`src/rtl/uart_tx_fifo.sv`:
```
// Byte FIFO feeding an 8N1 UART transmitter.
// Frames are sent back-to-back with no idle gap while bytes remain queued.
module uart_tx_fifo #(
  parameter int unsigned CLKS_PER_BIT = 4,
  parameter int unsigned DEPTH        = 8
) (
  input  logic                     clk,
  input  logic                     rst,
  input  logic                     wr_en,
  input  logic [7:0]               wr_data,
  output logic                     full,
  output logic [$clog2(DEPTH):0]   count,
  output logic                     tx,
  output logic                     busy
);

  localparam int unsigned PtrW = $clog2(DEPTH);
  localparam int unsigned CntW = $clog2(CLKS_PER_BIT);
  localparam logic [CntW-1:0] CntMax   = CntW'(CLKS_PER_BIT - 1);
  localparam logic [PtrW:0]   CountMax = (PtrW + 1)'(DEPTH);

  typedef enum logic [1:0] {StIdle, StStart, StData, StStop} state_e;

  state_e            state_q, state_d;
  logic              tx_q, tx_d;
  logic [7:0]        shift_q, shift_d;
  logic [2:0]        bit_idx_q, bit_idx_d;
  logic [CntW-1:0]   clk_cnt_q, clk_cnt_d;
  logic [PtrW-1:0]   rd_ptr_q, rd_ptr_d;
  logic [PtrW-1:0]   wr_ptr_q, wr_ptr_d;
  logic [PtrW:0]     count_q, count_d;
  logic [7:0]        mem_q [DEPTH];

  logic wr_accept, pop, bit_done;

  assign full  = (count_q == CountMax);
  assign count = count_q;
  assign tx    = tx_q;
  assign busy  = (state_q != StIdle);

  always_comb begin
    wr_accept = wr_en && !full;
    bit_done  = (clk_cnt_q == CntMax);
    pop       = 1'b0;
    state_d   = state_q;
    tx_d      = tx_q;
    shift_d   = shift_q;
    bit_idx_d = bit_idx_q;
    clk_cnt_d = bit_done ? '0 : clk_cnt_q + 1'b1;
    rd_ptr_d  = rd_ptr_q;

    case (state_q)
      StIdle: begin
        clk_cnt_d = '0;
        if (count_q != '0) pop = 1'b1;
      end
      StStart: begin
        if (bit_done) begin
          state_d   = StData;
          tx_d      = shift_q[0];
          shift_d   = {1'b0, shift_q[7:1]};
          bit_idx_d = '0;
        end
      end
      StData: begin
        if (bit_done) begin
          if (bit_idx_q == 3'd7) begin
            state_d = StStop;
            tx_d    = 1'b1;
          end else begin
            tx_d      = shift_q[0];
            shift_d   = {1'b0, shift_q[7:1]};
            bit_idx_d = bit_idx_q + 3'd1;
          end
        end
      end
      StStop: begin
        if (bit_done) begin
          if (count_q != '0) pop = 1'b1;
          else               state_d = StIdle;
        end
      end
      default: state_d = StIdle;
    endcase

    // A pop always starts a new frame with the start bit on the same edge.
    if (pop) begin
      state_d   = StStart;
      tx_d      = 1'b0;
      shift_d   = mem_q[rd_ptr_q];
      rd_ptr_d  = rd_ptr_q + 1'b1;
      clk_cnt_d = '0;
    end

    wr_ptr_d = wr_accept ? wr_ptr_q + 1'b1 : wr_ptr_q;

    case ({wr_accept, pop})
      2'b10:   count_d = count_q + 1'b1;
      2'b01:   count_d = count_q - 1'b1;
      default: count_d = count_q;
    endcase
  end

  always_ff @(posedge clk) begin
    if (rst) begin
      state_q   <= StIdle;
      tx_q      <= 1'b1;
      shift_q   <= '0;
      bit_idx_q <= '0;
      clk_cnt_q <= '0;
      rd_ptr_q  <= '0;
      wr_ptr_q  <= '0;
      count_q   <= '0;
    end else begin
      state_q   <= state_d;
      tx_q      <= tx_d;
      shift_q   <= shift_d;
      bit_idx_q <= bit_idx_d;
      clk_cnt_q <= clk_cnt_d;
      rd_ptr_q  <= rd_ptr_d;
      wr_ptr_q  <= wr_ptr_d;
      count_q   <= count_d;
      if (wr_accept) mem_q[wr_ptr_q] <= wr_data;
    end
  end

endmodule

```
`config.mk`:
```
export PLATFORM = sky130hd
export DESIGN_NAME = uart_tx_fifo
export DESIGN_NICKNAME = d
export VERILOG_FILES = /design/src/rtl/uart_tx_fifo.sv
export SDC_FILE = /design/constraint.sdc
export NUM_CORES = 1
export LEC_CHECK = 0
export ABC_AREA = 1
export CELL_PAD_IN_SITES_DETAIL_PLACEMENT = 2
export CELL_PAD_IN_SITES_GLOBAL_PLACEMENT = 2
export CORE_MARGIN = 1
export CORE_UTILIZATION = 39
export CTS_CLUSTER_DIAMETER = 40
export DETAILED_ROUTE_END_ITERATION = 8
export PLACE_DENSITY = 0.9
export SKIP_CTS_REPAIR_TIMING = 1
export SLEW_MARGIN = 40
export SYNTH_ARGS = -nofsm -noshare
export SYNTH_HDL_FRONTEND = slang
export SYNTH_SLANG_ARGS = --single-unit
export TNS_END_PERCENT = 5
```
`constraint.sdc`:
```
create_clock -name clk -period 2.9 [get_ports clk]
set_input_delay 0.435 -clock clk [delete_from_list [all_inputs] [get_ports clk]]
set_output_delay 0.435 -clock clk [all_outputs]
set_load 0.03 [all_outputs]
```
; ---- Yosys cells after proc, flatten, opt, wreduce, memory -nomap -nowiden
; Memories as Yosys holds them, arrays and structs flattened. A register that Yosys moved wholly into a read port is not among the register bits.
; Index checks and enable logic that the tools add are counted.
[totals]
regBits = 26
ramBits = 64
inputBits = 11
elab_cells = 83
n_memories = 1
[mem_list]
columns = memory, words, word_bits, rd, rd_clocked_by_memory_dff, wr, line
row1 = mem_q, 8, 8, 1, 1, 1, 32  ; logic [7:0] mem_q [DEPTH];
[classes]
n_addsub = 6
n_eq_ne = 20
muxes = 30
reduce_logical = 17
[ops]
columns = op, n
row1 = 8-bit two-way mux, 4
row2 = "3-bit != test, second input constant", 6
row3 = 8-bit one-hot mux with 2 select lines, 1
row4 = 3-bit two-way mux, 5
row5 = "2-bit != test, second input constant", 6
row6 = 6-bit AND reduction, 2
row7 = 1-bit two-way mux, 10
row8 = 2-bit two-way mux, 5
row9 = "3-bit by 1-bit adder with 3-bit output, second input constant", 3
row10 = "2-bit equality test, second input constant", 4
row11 = 4-bit one-hot mux with 2 select lines, 1
row12 = 4-bit AND reduction, 2
row13 = 4-bit nonzero test, 2
row14 = 2-bit one-hot mux with 3 select lines, 1
row15 = 3-bit one-hot mux with 2 select lines, 1
row16 = 2-bit nonzero test, 3
row17 = 3-bit nonzero test, 2
row18 = "4-bit by 1-bit adder with 4-bit output, second input constant", 1
row19 = "2-bit by 1-bit equality test with 1-bit output, second input constant", 2
row20 = "4-bit equality test, second input constant", 1
row21 = 1-bit one-hot mux with 2 select lines, 2
row22 = 4-bit OR reduction, 1
row23 = "4-bit by 1-bit subtractor with 4-bit output, second input constant", 1
row24 = "3-bit equality test, second input constant", 1
row25 = 6 further kinds, 6

; ---- Longest topological paths before layout
; Gate-level depths: netlist (run 1).
[depth]
word_depth = 6
depth_mapped = 17
depth_no_buf = 16

; ---- Least setup slack after synthesis (run 1)
; Ideal clock, no wire load.
[synth_timing]
kind = reg-to-reg
start = register state_q[0]
end = register count_q[2], in the netlist count[2]
t_arrival_ns = 2.205
t_required_ns = 2.785
setup_slack_ns = 0.580
path_stages_with_launch = 17
n_path_buf = 1
path_cell_list = dfxtp_1 > inv_1 > ha_1 > inv_1 > o21ai_2 > nand3_4 > clkinv_4 > buf_12 > ha_1 > nand2_1 > inv_1 > nor2_2 > ha_1 > a21oi_1 > xnor2_1 > o21ai_0 > inv_1
[synth_via]
elab_chain_cells = 4
[synth_lines]
columns = element, line
row1 = "start, declared", 24  ; state_e state_q, state_d;
row2 = "start signal, assigned", 106  ; state_q <= StIdle;
row3 = "start signal, assigned", 115  ; state_q <= state_d;
row4 = 2-bit equality test / 2-bit zero test (equally long branches), 52  ; case (state_q)
row5 = 1-bit one-hot mux with 2 select lines *, 52
row6 = via pop, 34  ; logic wr_accept, pop, bit_done;
row7 = 2-bit by 1-bit equality test with 1-bit output / 2-bit equality test (equally long branches), 97  ; case ({wr_accept, pop})
row8 = 4-bit one-hot mux with 2 select lines / 2-bit nonzero test (equally long branches), n/a
row9 = "end signal, assigned", 122  ; count_q <= count_d;
row10 = "end, declared", 31  ; logic [PtrW:0] count_q, count_d;
; The timed path passes the listed nets; every way through them passes the cells marked *.
; A chain may end at the register's enable or synchronous reset.

; ---- Worst setup path in the final report (run 1)
[layout_timing]
start = register state_q[0]
end = register count_q[2], in the netlist count[2]
[layout_via]
elab_chain_cells = 4
[layout_lines]
columns = element, line
row1 = 2-bit equality test / 2-bit zero test (equally long branches), 52
row2 = 1-bit one-hot mux with 2 select lines *, 52
row3 = 2-bit by 1-bit equality test with 1-bit output / 2-bit equality test (equally long branches), 97
row4 = 4-bit one-hot mux with 2 select lines / 2-bit nonzero test (equally long branches), n/a
; Mark *: on every way between the ends. The rest lies on a longest branch, timed or not.

==> summary.txt, run 1 <==
GRT
  – Vias in the first global route: roughly 3200
  – GRT Util Overall: 24.32%
  – Initial antenna violation count: 0
  – Pin count of the biggest net entering global routing: 33
  – First-pass GRT wire length: 18310 µm
  – Gr ovfl total: 0

Timing
  – Final period util: approximately 90%
  – Hold Vio Cnt, Final: 0
  – Final Critical Period: 2.613 ns
  – Hold Slack: around 0.45 ns
  – Fmax achieved: 382.7 MHz
  – Worst-Margin Slew: roughly 0.77 ns
  – Setup tns final: 0 ns
  – Worst rel slew slack: 48.18%
  – Worst Skew: ~0.011 ns
  – Finish-stage setup viols: 0
  – RSZ-0062 raised after global routing: no
  – Max-slew violation count: 0

Setup path
  – Critical-path cell list: inv_1, ha_1, inv_1, nand3_4, clkinv_4, ha_1, nand2_1, inv_1, nor2_2, ha_1, a21oi_1, xnor2_1, o21ai_0, inv_1
  – Crit Path Max Fanout: 15
  – Most common cell on crit path: inv_1
  – Worst setup path class: flip-flop to flip-flop
  – Worst Path Arrival: approximately 2.9 ns
  – Crit-path slowest cell: dfxtp_1
  – Crit start category: flip-flop
  – Worst path required time: about 3.2 ns
  – Worst Setup End Kind: flip-flop
  – Worst path bufs/invs: 5
  – Max incr delay on CP: approximately 0.4 ns
  – CP delay by family, top: adder cells

Synthesis
  – Ys async rst share: 0%
  – Synthesized area per cell: ~10 µm²
  – Main synth FF type: edfxtp_1
  – Register area share after synthesis: between 60 and 70%
  – Largest family of logic cells by synthesized area: simple AND/OR/NAND/NOR gates
  – Unique masters post-synth: 30
  – Cells after Synth: 387
  – #FFs+latches synth: a little over 90
  – Mapped Area: ~4000 µm²
  – Post-synth EDFFs: 64
  – Adder-Cell Fraction of Synth Area: roughly 3.8%
  – Synthesized net count: 410
  – Post-synthesis xor/xnor area fraction: less than 1%
  – Synth Warn #: 0
  – Compound-Gate Fraction of Synth Area: 10.20%
  – Proportion of synthesized area in mux cells: 0%
  – Synth Area in Simple Gates: 16.96%

CTS
  – Clock Latency Late Sink: approximately 0.37 ns
  – Num CTS Buffers: 9
  – Clk root buf: clkbuf_8
  – Reg clk slew, reported paths: roughly 0.09 ns
  – H-tree Lvls: 3
  – # clock sinks: 93
  – CTS max path bufs: 2
  – CTS tree: yes

Power
  – Leakage power: about 1.6 nW
  – Comb pwr share: approximately 37%
  – Internal power: around 2.3 mW
  – Clock share of power: around a fifth
  – Maximum vdd ir drop: between 300 and 400 µV
  – Sequential share of power: roughly 42%
  – Pwr/cell area: between 800 and 900 nW/µm²
  – Switching part of the total: 40.87%
  – Switching power: about 1.6 mW

Min path
  – Worst hold path type: flip-flop to flip-flop

Final layout
  – Synth-to-Final Area Change: 11.67%
  – Layout cells sized above 1: 8.454%
  – Util after Layout: between 40% and 50%
  – ANT cells: 0
  – Area of the multi-input gates: ~1200 µm²
  – FF/Latch Area: 2502 µm²
  – Fillers: between 1000 and 1500
  – Nets@finish: between 400 and 500

Die
  – Site Rows: 36
  – Core ar.: 9864 µm²
  – Die X: just over 100 µm
  – Die height: about 100 µm
  – Die ar.: 10660 µm²
  – Boundary pin count: 18
  – Starting Density: 40.53%

Status
  – Status: finished, final reports clean

Placement
  – Final GP Congestion: between 0.7 and 0.8
  – IO buf count: 17
  – DP Wirelength: between 8000 and 9000 µm

Drt
  – DRT Wirelength: ~12000 µm
  – Wirelength per Cell: between 20 and 25 µm
  – DRC viols: 0
  – Drt first pass iters: 4
  – Routed vias: roughly 3000
  – WL met1: about 5200 µm
  – Iter 0 DRT Violations: roughly 150
  – Met2 WL: ~6200 µm
  – DR WL met3: about 240 µm
  – DRT antenna net count: 0
  – Highest metal used: met4
  – Vias per Instance: about 5.4

Flow run
  – Max Cap Viol: 0
[layout make-up]
class | count | area share, %
Tap cell | 133 | 3.728
Multi-Input combinational cell | 247 | 27.89
Timing Repair Buffer | 27 | 5.493
Inverter | 31 | 2.719
Clock inverter | 6 | 1.261
Sequential cell | 93 | 56.05
Clock buffer | 10 | 2.859
[state kept, by name, indices dropped and copies added (netlist names), named ones only]
signal,count
count,4
wr_ptr_q,3
mem_q,64
tx,1
state_q,2
rd_ptr_q,3
bit_idx_q,3
shift_q,8
clk_cnt_q,2
[layer usage]
| metal | global-route usage (%) | up-vias |
|---|---|---|
| li1 | - | 1372 |
| met1 | 30.53 | 1510 |
| met2 | 43.33 | 67 |
| met3 | 2.823 | 22 |
| met4 | 8.884 | 0 |
| met5 | 0 | - |
[worst register-to-register path: cells and delay by family, from the launching register on]
kind                     cells  cell delay (ns)
buffers and inverters        5             0.55
flip-flops                   1             0.41
adder cells (fa/ha/maj)      3             0.80
AND/OR/NAND/NOR              3             0.34
AO/OA/AOI/OAI                2             0.32
XOR/XNOR                     1             0.10
[synth_stat cells, drive strengths merged, types with 2 or more instances]
master,n,share of area [%]
buf,12,2.7
nand2,25,2.4
ha,12,3.8
o21ai,57,7.2
a22oi,2,0.38
edfxtp,64,48
nor3,5,0.63
dfxtp,29,15
nor2,83,7.9
nand3,34,4.7
a21oi,19,2.4
clkbuf,4,0.50
inv,30,2.8
nand4,5,0.78
[power by group through the flow]
stage | logic (mW) | registers [mW] | clock network (mW)
finish | 1.43 | 1.66 | 0.835
global route | 1.59 | 1.67 | 0.905
detailed placement | 1.42 | 1.68 | 0
CTS | 1.45 | 1.66 | 0.851
global placement | 1.29 | 1.67 | 0
floorplan | 0.998 | 1.70 | 0
[metrics by stage]
step	instances	setup WS (ns)	power (mW)	area [µm²]
final	547	0.2872	3.929	4464
after detailed placement	531	0.3188	3.103	4280
after floorplan	387	0.5796	2.699	3998
after global routing	547	0.06270	4.169	4464
after CTS	547	0.2530	3.967	4464
after global placement	531	0.6181	2.951	4280
[kinds of logic after synthesis]
group,Yosys count
flops,93
compound gates,79
fa+ha+maj,12
buf+inv,47
simple gates,155
xor+xnor,1
[worst paths after layout]
kind,startpoint,end,slack [ns],cells past startpoint
setup / recovery,state_q[0]$_SDFFE_PP0P_,count[2]$_SDFFE_PP0P_,0.29,14
hold / removal,clk_cnt_q[0]$_SDFF_PP0_,clk_cnt_q[0]$_SDFF_PP0_,0.45,1
setup reg to reg,state_q[0]$_SDFFE_PP0P_,count[2]$_SDFFE_PP0P_,0.29,14
hold reg to reg,clk_cnt_q[0]$_SDFF_PP0_,clk_cnt_q[0]$_SDFF_PP0_,0.45,1
[layout by cell type (no fill, tap or decap), types with 9 or more instances in the layout]
cell             count
nor2_1              81
edfxtp_1            64
o21ai_0             51
nand3_1             32
dfxtp_1             29
inv_1               26
nand2_1             24
a21oi_1             19
clkdlybuf4s50_1     17
ha_1                12
buf_4               10
clkbuf_8             9
(Power assumes the default switching activity.)
==> run 2, diff against run 1 <==
--- a/config.mk
+++ b/config.mk
@@ -6,6 +6,7 @@
 export NUM_CORES = 1
 export LEC_CHECK = 0
 export ABC_AREA = 1
+export CAP_MARGIN = 20
 export CELL_PAD_IN_SITES_DETAIL_PLACEMENT = 2
 export CELL_PAD_IN_SITES_GLOBAL_PLACEMENT = 2
 export CORE_MARGIN = 1
@@ -14,6 +15,7 @@
 export DETAILED_ROUTE_END_ITERATION = 8
 export PLACE_DENSITY = 0.9
 export SKIP_CTS_REPAIR_TIMING = 1
+export SKIP_LAST_GASP = 1
 export SLEW_MARGIN = 40
 export SYNTH_ARGS = -nofsm -noshare
 export SYNTH_HDL_FRONTEND = slang
==> constraint.sdc (replaced) <==
create_clock -name clk -period 2.9 [get_ports clk]
set_input_delay 0.725 -clock clk [delete_from_list [all_inputs] [get_ports clk]]
set_output_delay 0.725 -clock clk [all_outputs]
set_load 0.03 [all_outputs]
==> run 2 against run 1 <==
Final area increased by 1.0%. Clock power rose by 4.6%. First-iteration DRC count increased by 34%. Combinational power rose by 11%. Register-to-register slack got worse by 0.19 ns. Via count increased by 1.8%. Critical path depth stayed put. Critical path type unchanged. Largest power group unchanged.
==> summary.txt, run 2 (synthesis gave the netlist of run 1 again) <==
Final layout
  – Largest register FFs: between 60 and 70
  – Synth-to-Final Area Change: 12.80%
  – Final instance area: between 4000 and 5000 µm²
  – Commonest non-fill, non-tap cell in the layout: nor2_1
  – Layout cells sized above 1: between 10% and 20%
  – ANT cells: 0
  – Most frequent cells in the layout: nor2_1, edfxtp_1, o21ai_0, nand3_1, dfxtp_1
  – Area of the multi-input gates: 1245 µm²
  – Fillers: between 1000 and 1500
  – Nets@finish: about 440
  – Top reg by flops: mem_q
  – FF/Latch Area: around 2500 µm²
  – Cell Count, Final, Fillers Out: ~550
  – Util after Layout: 45.71%

Placement
  – Placed cell area: around 4300 µm²
  – Placed cells: 531
  – Final GP Congestion: 0.7959
  – DP Wirelength: roughly 7000 µm
  – IO buf count: 17

GRT
  – Vias in the first global route: 3374
  – Gr ovfl total: 0
  – Pin count of the biggest net entering global routing: 33
  – GRT Util Overall: between 20% and 30%
  – Initial antenna violation count: 0
  – First-pass GRT wire length: 18360 µm

CTS
  – # clock sinks: between 90 and 100
  – H-tree Lvls: 3
  – Reg clk slew, reported paths: about 0.11 ns
  – Num CTS Buffers: 9
  – Clock Latency Late Sink: 0.37 ns
  – Clk root buf: clkbuf_8
  – CTS tree: yes
  – CTS max path bufs: 2

Setup path
  – Crit Path Max Fanout: 15
  – Critical-path cell list: ha_1, inv_2, o21ai_2, nand3_4, inv_8, ha_1, nand2_1, inv_1, nor2_2, ha_1, a21oi_1, xnor2_1, o21ai_0, inv_1
  – Worst Path Arrival: slightly above 3 ns
  – Max incr delay on CP: 0.41 ns
  – Worst path bufs/invs: 4
  – Crit-path slowest cell: dfxtp_1
  – Most common cell on crit path: ha_1
  – Worst path required time: ~3.2 ns
  – Worst setup path class: flip-flop to flip-flop
  – Crit start category: flip-flop
  – CP delay by family, top: adder cells
  – Worst Setup End Kind: flip-flop

Drt
  – Routed vias: 3024
  – DRC viols: 0
  – Drt first pass iters: 4
  – Vias per Instance: 5.478
  – DRT antenna net count: 0
  – Iter 0 DRT Violations: ~200
  – DRT Wirelength: about 12000 µm
  – Wirelength per Cell: 22.51 µm

Min path
  – Worst hold path type: flip-flop to flip-flop

Die
  – Starting Density: between 40 and 50%
  – Core ar.: 9864 µm²
  – Die height: between 100 and 150 µm
  – Die ar.: 10660 µm²
  – Die X: between 100 and 150 µm
  – Boundary pin count: 18
  – Site Rows: 36

Timing
  – Fmax achieved: 356.2 MHz
  – Hold Vio Cnt, Final: 0
  – Final Critical Period: ~2.8 ns
  – Final period util: 96.82%
  – Worst rel slew slack: 59.61%
  – Worst-Margin Slew: approximately 0.6 ns
  – Max-slew violation count: 0
  – Worst Skew: about 0.014 ns
  – Finish-stage setup viols: 0

Power
  – Pwr/cell area: 915.1 nW/µm²
  – Overall power: about 4.1 mW
  – Leakage power: 1.663 nW
  – Maximum vdd ir drop: roughly 460 µV

Status
  – Status: finished, final reports clean

Flow run
  – Max Cap Viol: 0
run 2: changes by cell type in the layout (fill, tap and decap cells not counted), sizes merged:
cell / change
buf: +5
inv: +5
clkinv: -3
clkinvlp: -1
clkbuf: -1
run 2: layer usage:
metal	vias up	track usage, %	routed length (µm)
met3	23	2.957	417
met4	0	10.08	311
met5	-	0	0
met2	72	43.44	6515
met1	1545	28.87	5183
li1	1384	-	-
run 2: worst paths after layout:
| kind | from | endpoint | slack (ns) | cells after the start |
|---|---|---|---|---|
| worst max register to register | state_q[1]$_SDFFE_PP0P_ | count[2]$_SDFFE_PP0P_ | 0.09 | 14 |
| worst min register to register | clk_cnt_q[0]$_SDFF_PP0_ | clk_cnt_q[0]$_SDFF_PP0_ | 0.48 | 1 |
| worst min-delay path | clk_cnt_q[0]$_SDFF_PP0_ | clk_cnt_q[0]$_SDFF_PP0_ | 0.48 | 1 |
| worst max-delay path | state_q[1]$_SDFFE_PP0P_ | count[2]$_SDFFE_PP0P_ | 0.09 | 14 |
run 2: final cells by class:
type	count	share of cell area [%]
Sequential cell	93	55.52
Multi-Input combinational cell	247	27.61
Tap cell	133	3.690
Clock buffer	9	2.747
Timing Repair Buffer	32	6.271
Clock inverter	7	1.415
Inverter	31	2.747
run 2: through the flow:
| step | setup TNS, ns | setup slack (ns) | hold WS [ns] |
|---|---|---|---|
| detailed placement | 0 | 0.3267 | 0.4402 |
| global route | -0.03118 | -0.03118 | 0.4964 |
| floorplan | 0 | 0.5796 | 0.3991 |
| global placement | 0 | 0.4604 | 0.4089 |
| finish | 0 | 0.09231 | 0.4817 |
| CTS | 0 | 0.1192 | 0.4384 |
run 2: where the power goes:
group	switching [mW]	internal, mW	total, mW
clock network	0.536	0.337	0.873
registers	0.115	1.55	1.67
logic	1.07	0.519	1.59
total	1.72	2.41	4.13
==> run 3, diff against run 2 <==
--- a/config.mk
+++ b/config.mk
@@ -6,6 +6,7 @@
 export NUM_CORES = 1
 export LEC_CHECK = 0
 export ABC_AREA = 1
+export ABC_CLOCK_PERIOD_IN_PS = 2900
 export CAP_MARGIN = 20
 export CELL_PAD_IN_SITES_DETAIL_PLACEMENT = 2
 export CELL_PAD_IN_SITES_GLOBAL_PLACEMENT = 2
@@ -14,6 +15,7 @@
 export CTS_CLUSTER_DIAMETER = 40
 export DETAILED_ROUTE_END_ITERATION = 8
 export PLACE_DENSITY = 0.9
+export SETUP_SLACK_MARGIN = 0.02
 export SKIP_CTS_REPAIR_TIMING = 1
 export SKIP_LAST_GASP = 1
 export SLEW_MARGIN = 40
==> results of run 3 <==
No change in the layout: final DEF, timing and power equal those of run 2.
